`config.mk`:
```
export PLATFORM = sky130hd
export DESIGN_NAME = threshold_entry
export DESIGN_NICKNAME = d
export VERILOG_FILES = /design/src/rtl/threshold_entry.sv
export SDC_FILE = /design/constraint.sdc
export NUM_CORES = 1
export LEC_CHECK = 0
export ABC_AREA = 0
export BUFFER_PORTS_ARGS = -buffer_cell sky130_fd_sc_hd__clkbuf_2
export CELL_PAD_IN_SITES_DETAIL_PLACEMENT = 1
export CELL_PAD_IN_SITES_GLOBAL_PLACEMENT = 2
export CORE_MARGIN = 1.5
export CORE_UTILIZATION = 35
export DETAILED_ROUTE_END_ITERATION = 8
export PLACE_DENSITY_LB_ADDON = 0.15
export SYNTH_ARGS = -nofsm -noshare
export SYNTH_HDL_FRONTEND = slang
export SYNTH_SLANG_ARGS = --single-unit
```
`constraint.sdc`:
```
create_clock -name clk -period 3.1 [get_ports clk]
set_clock_uncertainty 0.2 [all_clocks]
set_input_delay 0.155 -clock clk [delete_from_list [all_inputs] [get_ports clk]]
set_output_delay 0.155 -clock clk [all_outputs]
set_load 0.05 [all_outputs]
```
`src/rtl/threshold_entry.sv`:
```
// Keypad parameter-entry controller: turns debounced key presses into a
// committed multi-digit BCD threshold, with edit, backspace, clear, cancel and idle timeout.
module threshold_entry #(
  parameter int unsigned DIGITS         = 2,
  parameter int unsigned TIMEOUT_CYCLES = 50_000_000,
  parameter logic [4*DIGITS-1:0] DEFAULT_BCD = (4*DIGITS)'(8'h50)
) (
  input  logic                           clk,
  input  logic                           rst,
  input  logic [3:0]                     key_code,
  input  logic                           key_valid,
  output logic [4*DIGITS-1:0]            threshold_bcd,
  output logic [4*DIGITS-1:0]            entry_bcd,
  output logic [$clog2(DIGITS+1)-1:0]    entry_len,
  output logic                           editing,
  output logic                           commit_pulse,
  output logic                           reject_pulse
);

  localparam int unsigned W  = 4 * DIGITS;
  localparam int unsigned LW = $clog2(DIGITS + 1);
  localparam int unsigned CW = (TIMEOUT_CYCLES > 1) ? $clog2(TIMEOUT_CYCLES) : 1;

  localparam logic [LW-1:0] MAX_LEN  = LW'(DIGITS);
  localparam logic [CW-1:0] CNT_LAST = CW'(TIMEOUT_CYCLES - 1);

  localparam logic [3:0] KEY_CONFIRM   = 4'hA;
  localparam logic [3:0] KEY_BACKSPACE = 4'hB;
  localparam logic [3:0] KEY_CLEAR     = 4'hC;
  localparam logic [3:0] KEY_CANCEL    = 4'hD;

  typedef enum logic [0:0] {
    IDLE = 1'b0,
    EDIT = 1'b1
  } state_t;

  state_t        state, state_n;
  logic          prev_valid;
  logic [CW-1:0] cnt, cnt_n;
  logic [W-1:0]  entry_n, thr_n;
  logic [LW-1:0] len_n;
  logic          commit_n, reject_n;
  logic          press_c;
  logic          is_digit_c;

  assign press_c    = key_valid & ~prev_valid;
  assign is_digit_c = (key_code <= 4'd9);

  // State and registered outputs; prev_valid resets high so a key held through reset is ignored.
  always_ff @(posedge clk) begin
    if (rst) begin
      state         <= IDLE;
      prev_valid    <= 1'b1;
      cnt           <= '0;
      entry_bcd     <= '0;
      entry_len     <= '0;
      threshold_bcd <= DEFAULT_BCD;
      editing       <= 1'b0;
      commit_pulse  <= 1'b0;
      reject_pulse  <= 1'b0;
    end else begin
      state         <= state_n;
      prev_valid    <= key_valid;
      cnt           <= cnt_n;
      entry_bcd     <= entry_n;
      entry_len     <= len_n;
      threshold_bcd <= thr_n;
      editing       <= (state_n == EDIT);
      commit_pulse  <= commit_n;
      reject_pulse  <= reject_n;
    end
  end

  // Next-state and next-output decode.
  always_comb begin
    state_n  = state;
    cnt_n    = cnt;
    entry_n  = entry_bcd;
    len_n    = entry_len;
    thr_n    = threshold_bcd;
    commit_n = 1'b0;
    reject_n = 1'b0;

    case (state)
      IDLE: begin
        cnt_n = '0;
        if (press_c) begin
          if (is_digit_c) begin
            state_n = EDIT;
            entry_n = W'(key_code);
            len_n   = LW'(1);
          end else if (key_code != KEY_CLEAR && key_code != KEY_CANCEL) begin
            reject_n = 1'b1;
          end
        end
      end

      EDIT: begin
        if (press_c) begin
          // A press always wins over the timeout terminal count.
          cnt_n = '0;
          if (is_digit_c) begin
            if (entry_len < MAX_LEN) begin
              entry_n = W'({entry_bcd, key_code});
              len_n   = entry_len + LW'(1);
            end else begin
              reject_n = 1'b1;
            end
          end else begin
            case (key_code)
              KEY_CONFIRM: begin
                if (entry_len == '0) begin
                  reject_n = 1'b1;
                end else begin
                  thr_n    = entry_bcd;
                  commit_n = 1'b1;
                  entry_n  = '0;
                  len_n    = '0;
                  state_n  = IDLE;
                end
              end
              KEY_BACKSPACE: begin
                if (entry_len == '0) begin
                  reject_n = 1'b1;
                end else begin
                  entry_n = entry_bcd >> 4;
                  len_n   = entry_len - LW'(1);
                end
              end
              KEY_CLEAR: begin
                entry_n = '0;
                len_n   = '0;
              end
              KEY_CANCEL: begin
                entry_n = '0;
                len_n   = '0;
                state_n = IDLE;
              end
              default: reject_n = 1'b1;
            endcase
          end
        end else if (cnt == CNT_LAST) begin
          state_n  = IDLE;
          entry_n  = '0;
          len_n    = '0;
          cnt_n    = '0;
          reject_n = 1'b1;
        end else begin
          cnt_n = cnt + CW'(1);
        end
      end

      default: begin
        state_n = IDLE;
        cnt_n   = '0;
      end
    endcase
  end

endmodule

```
== Word-level counts from Yosys, hierarchy flattened ==
Cells that the tools add are included.

* $add $sub $neg: 3
* Magnitude comparators: 2
* Equality and inequality tests: 14
* Mux-type cells: 41
* Bitwise logic cells: 7
* Reduce and logical (&&, ||, !) cells: 7

{| class="wikitable"
|+ Operators with widths
! cell !! count
|-
| 8-bit 2-to-1 mux || 8
|-
| 26-bit 2-to-1 mux || 2
|-
| 26-bit case mux with 2 select lines || 1
|-
| 26-bit by 1-bit adder with 26-bit output (second input constant) || 1
|-
| 26-bit equality test (second input constant) || 1
|-
| 8-bit case mux with 3 select lines || 1
|-
| 4-bit equality test (second input constant) || 4
|-
| 2-bit 2-to-1 mux || 8
|-
| 8-bit case mux with 2 select lines || 1
|-
| 1-bit 2-to-1 mux || 14
|-
| 5-bit inequality test (second input constant) || 2
|-
| 4-bit inequality test (second input constant) || 2
|-
| 1-bit case mux with 2 select lines || 4
|-
| 7-bit AND reduction || 1
|-
| 6-bit by 3-bit inequality test with 1-bit output (second input constant) || 1
|-
| 1-bit inverter || 6
|-
| 2-bit case mux with 3 select lines || 1
|-
| 5-bit AND reduction || 1
|-
| 5-bit OR reduction || 1
|-
| 4-bit less-or-equal comparator (second input constant) || 1
|-
| 2-bit inequality test (second input constant) || 2
|-
| 4-bit by 3-bit inequality test with 1-bit output (second input constant) || 1
|-
| 2-bit case mux with 2 select lines || 1
|-
| 2-bit OR reduction || 2
|-
| 7 further kinds || 7
|}

* Flip-flop bits (word level): 48
* Output and inout port bits: 21
* Word-level logic and storage cells: 82

== Depth between registers and ports, before layout ==
* Depth after elaboration: 6
* Depth in mapped cells: 8
* Mapped depth without buffers: 7

== Worst setup path before layout ==
OpenSTA, ideal clock, no wires.

* Path type: flip-flop to flip-flop
* Start: reg entry_len[0]
* End: reg threshold_bcd[4]
* Library setup time: 0.120 ns
* Arrival time: 2.204 ns
* Required time: 2.780 ns
* Path slack: 0.576 ns
* Stages on the path, launching flop included: 8
* Period minus slack after synthesis: 2.524 ns
* Path through: dfxtp_1 inv_1 ha_1 or2_1 clkbuf_1 nor4_4 nor2b_1 a211o_1

* Word-level cells in the longest chain between the ends: 3

{| class="wikitable"
|+ Ends and longest elaborated chain
! element !! RTL line !! RTL
|-
| start: declaration || 14 || <nowiki>output logic [$clog2(DIGITS+1)-1:0] entry_len,</nowiki>
|-
| start signal: assignment || 66 || <nowiki>entry_len <= len_n;</nowiki>
|-
| 2-bit zero test || 112 || <nowiki>if (entry_len == '0) begin</nowiki>
|-
| 1-bit inverter (no source line) || n/a ||
|-
| 5-bit AND reduction (no source line) || n/a ||
|-
| end signal: assignment || 67 || <nowiki>threshold_bcd <= thr_n;</nowiki>
|-
| end: declaration || 12 || <nowiki>output logic [4*DIGITS-1:0] threshold_bcd,</nowiki>
|}

Every way passes these cells.
A chain may end at the register's enable or synchronous reset.

== Final worst setup path ==
* Start: reg entry_len[1]
* End: reg threshold_bcd[6]

Same word-level chain as after synthesis.

==> metrics.log <==
INFO  metric critPathTopFamily = simple AND/OR/NAND/NOR gates
INFO  metric grt_start_max_net_pins = 28
INFO  metric cts_buffer_depth = 2
INFO  metric worst_setup_path_start_kind = flop
INFO  metric count_of_routing_violations_after_the_opening_detailed_route_iteration = 44
INFO  metric timing.critical_path.arrival = 2.30 ns
INFO  metric synth-main-ff-cell = dfxtp_1
INFO  metric timing_worst_slew_pin_value = 0.729 ns
INFO  metric first_pass_iters = 4
INFO  metric floorplan.die_area = 7000 sq um
INFO  metric maxSlewHeadroom = 51.0%
INFO  metric leakagePower = 0.920 nW
INFO  metric clk_pin_slew_worst_paths = 0.09 ns
INFO  metric clock-root-buffer = clkbuf_8
INFO  metric ordered_list_of_cells_on_the_worst_path = inv_1, ha_1, or2_1, nor4_4, nor2b_1, a211o_1
INFO  metric cts_inserted_buffers = 5
INFO  metric synth_top_area_share = 42.2%
INFO  metric dp_hpwl = 3690 um
INFO  metric critical-path-max-stage-delay = 0.69 ns
INFO  metric final_core_utilization = 41.7%
INFO  metric grt_use_total = 16.5%
INFO  metric synth.lib_cells_used.distinct = 44
INFO  metric multi_input_comb_area = 1230 sq um
INFO  metric irDropWorstVdd = 0.000258 V
INFO  metric synth_cells = 262
INFO  metric timing.final.crit_period = 2.30 ns
INFO  metric wl = 5350 um
INFO  metric postSynthNetCount = 271
INFO  metric cpMaxStageDelayCell = nor4_4
INFO  metric cp.buffers_inverters = 1
INFO  metric fillers = 769
INFO  metric htree_levels = 2
INFO  metric clock_latency = 0.31 ns
INFO  metric final_layout_size_suffix_gt1_share = 16.5%
INFO  metric ys_seq_elements = 48
INFO  metric placedInstanceArea = 2490 sq um
INFO  metric avgViaCountPerCell = 5.13
INFO  metric flow.area_growth_from_synthesis = 15.5%
INFO  metric num_io_pins = 28
INFO  metric grt_overflow = 0
INFO  metric syn_avg_cell_area = 8.70 sq um
INFO  metric tns = 0 ns
INFO  metric finalWeightedCongestion = 0.762
INFO  metric setup.reg_to_reg.worst_slack = 0.80 ns
INFO  metric outcome = finished clean
INFO  metric min-delay-path-class = in -> reg
INFO  metric period_share = 74.1%
INFO  metric number_of_nets_still_failing_antenna_checks_after_routing = 0
INFO  metric ys_seq_area_share = 42.2%
INFO  metric floorplan.die.height = 83.7 um
INFO  metric netlist.top_cell.by_area = dfxtp_1
INFO  metric required = 3.11 ns
INFO  metric tritoncts = yes
INFO  metric synth_edf_count = 0
INFO  metric area.sequential = 961 sq um
INFO  metric yosysWarnings = 0
INFO  metric antennaDiodeCount = 0
INFO  metric drcViolationCount = 0
INFO  metric finalHoldViolCount = 0
INFO  metric postSynth.asyncResetShare = 0%
INFO  metric synthesis.area = 2280 sq um
INFO  metric critPathCaptureType = flop
INFO  metric site_rows = 29
INFO  metric first_global_vias = 1891
INFO  metric grt_antenna_before_repair = 0
INFO  metric reg2reg_to = threshold_bcd[6]$_SDFFE_PP1P_
INFO  metric final_cell_area = 2630 sq um
INFO  metric worst_r2r_path_depth = 6
INFO  metric final-max-slew-violation-count = 0
INFO  metric grt_first_pass_wirelength = 9420 um
INFO  metric dieWidth = 83.7 um
INFO  metric r2r-start = entry_len[1]$_SDFFE_PP0P_
INFO  metric initial_core_util = 36.1%
INFO  metric final.setup.worst_slack = 0.803 ns
INFO  metric worstSetupEndpoint = threshold_bcd[6]$_SDFFE_PP1P_
INFO  metric power_density = 448 nW/um^2
INFO  metric timing.critical_path.from = entry_len[1]$_SDFFE_PP0P_
INFO  metric finalNetCount = 299
INFO  metric tritoncts_num_sinks = 48
INFO  metric post_cts.repair.setup_buffers = 0
INFO  metric total_via_count_after_detailed_routing = 1886
INFO  metric core = 6310 sq um
INFO  metric max_freq = 0.435 GHz
INFO  metric critPathMaxFanout = 10
INFO  metric worst-setup-path-type = reg -> reg
INFO  metric rsz0062_at_grt = false
INFO  metric ranking_of_synthesized_cells_by_area = dfxtp_1 42%, nor2_1 7.1%, xor2_1 6.2%
INFO  metric timing.critical_path.depth = 6
INFO  metric preCtsSetupSlack = 0.772 ns
INFO  metric buffer_ports.inserted = 27
INFO  metric wl_per_cell = 14.5 um
INFO  metric max-cap-violations = 0
INFO  metric setup_violations = 0
==> timing repair <==
item | 4_1_cts | 5_1_grt
hold buffers | 2 | 0
endpoints found under the hold margin | 2 | 0
resized for setup | 0 | 0
==> stage by stage <==
| stage | hold slack [ns] | power [mW] | cells |
|---|---|---|---|
| global placement | 0.173 | 0.707 | 358 |
| detailed placement | 0.186 | 0.707 | 358 |
| finish | 0.0609 | 1.18 | 368 |
| CTS | 0.0475 | 1.20 | 368 |
| global route | 0.0699 | 1.23 | 368 |
| floorplan | 0.0616 | 0.688 | 262 |
==> worst min-delay path, cell delays in order <==
cell and delay (ns):
clkbuf_2 0.18, nand3b_1 0.13, mux2i_1 0.06
==> layout make-up <==
class | count | area share (%)
inverters | 10 | 1.43
well taps | 77 | 3.66
clock inverters | 2 | 1.47
flip-flops and latches | 48 | 36.5
clock buffers | 6 | 3.14
multi-input cells | 192 | 46.8
repair buffers | 33 | 7.03
==> how the worst min path moves through the flow <==
stage                            from  cells after the start                   endpoint
after floorplan             key_valid                      1      prev_valid$_SDFF_PP1_
after global placement      key_valid                      2      prev_valid$_SDFF_PP1_
after detailed placement    key_valid                      2      prev_valid$_SDFF_PP1_
after CTS                 key_code[3]                      3  entry_bcd[3]$_SDFFE_PP0P_
after global routing      key_code[3]                      3  entry_bcd[3]$_SDFFE_PP0P_
final                     key_code[3]                      3  entry_bcd[3]$_SDFFE_PP0P_
==> layer usage <==
layer	track usage (%)	part of all wire [%]	vias to the layer above
met5	0	0	-
met2	27.7	49	30
li1	-	-	954
met3	3.36	2.9	7
met4	5.66	1.4	0
met1	20.9	47	895
==> logic make-up (layout without fill, tap and decap cells) <==
group	count (synthesis)	count (layout)	share of synthesized area, %
AND/OR/NAND/NOR	125	125	29.6
flip-flops	48	48	42.2
AO/OA/AOI/OAI	28	28	8.40
XOR/XNOR	24	24	9.23
buffers and inverters	22	51	3.79
multiplexers	13	13	5.71
adder cells (fa/ha/maj)	2	2	1.10
==> synthesized netlist by cell type, drive strengths merged (8+ instances only) <==
cell    instances
o21ai           8
xnor2           8
mux2i          13
inv            10
nand3          12
clkbuf          9
xor2           16
nand2b         11
nand4          11
dfxtp          48
nand2          18
nor2           43
==> state kept, by name, indices dropped and copies added, names as in the netlist <==
signal and count:
cnt 26, commit_pulse 1, entry_bcd 8, entry_len 2, prev_valid 1, reject_pulse 1
state 1, threshold_bcd 8
==> cell usage in the layout, fill, tap and decap left out, types with 2 or more instances in the layout <==
cell type | Yosys | layout
nor4_4 | 2 | 2
xnor2_1 | 8 | 8
nand3b_1 | 3 | 3
dlygate4sd3_1 | 0 | 2
nand2b_1 | 11 | 11
or3b_2 | 2 | 2
a21boi_0 | 2 | 2
o22ai_1 | 2 | 2
nor3_1 | 5 | 5
nand2_1 | 17 | 17
a21oi_1 | 4 | 4
nand4_1 | 10 | 10
o21ai_0 | 7 | 7
buf_4 | 0 | 4
a211o_1 | 2 | 2
a32oi_1 | 2 | 2
nor2b_1 | 3 | 3
a31oi_1 | 2 | 2
xor2_1 | 16 | 16
nor2_1 | 43 | 43
inv_1 | 10 | 10
nor4_1 | 3 | 3
dfxtp_1 | 48 | 48
clkbuf_2 | 0 | 27
clkbuf_8 | 0 | 6
ha_1 | 2 | 2
nand3_1 | 12 | 12
mux2i_1 | 13 | 13
and3_1 | 4 | 4
==> report_power, final <==
part | internal [mW] | leakage [nW] | total (mW) | switching [mW]
clock network | 0.264 | 0.0614 | 0.485 | 0.221
logic | 0.0222 | 0.471 | 0.0681 | 0.0459
registers | 0.620 | 0.387 | 0.625 | 0.00503
total | 0.907 | 0.920 | 1.18 | 0.272
No activity file was read; power rests on OpenSTA's default activity.
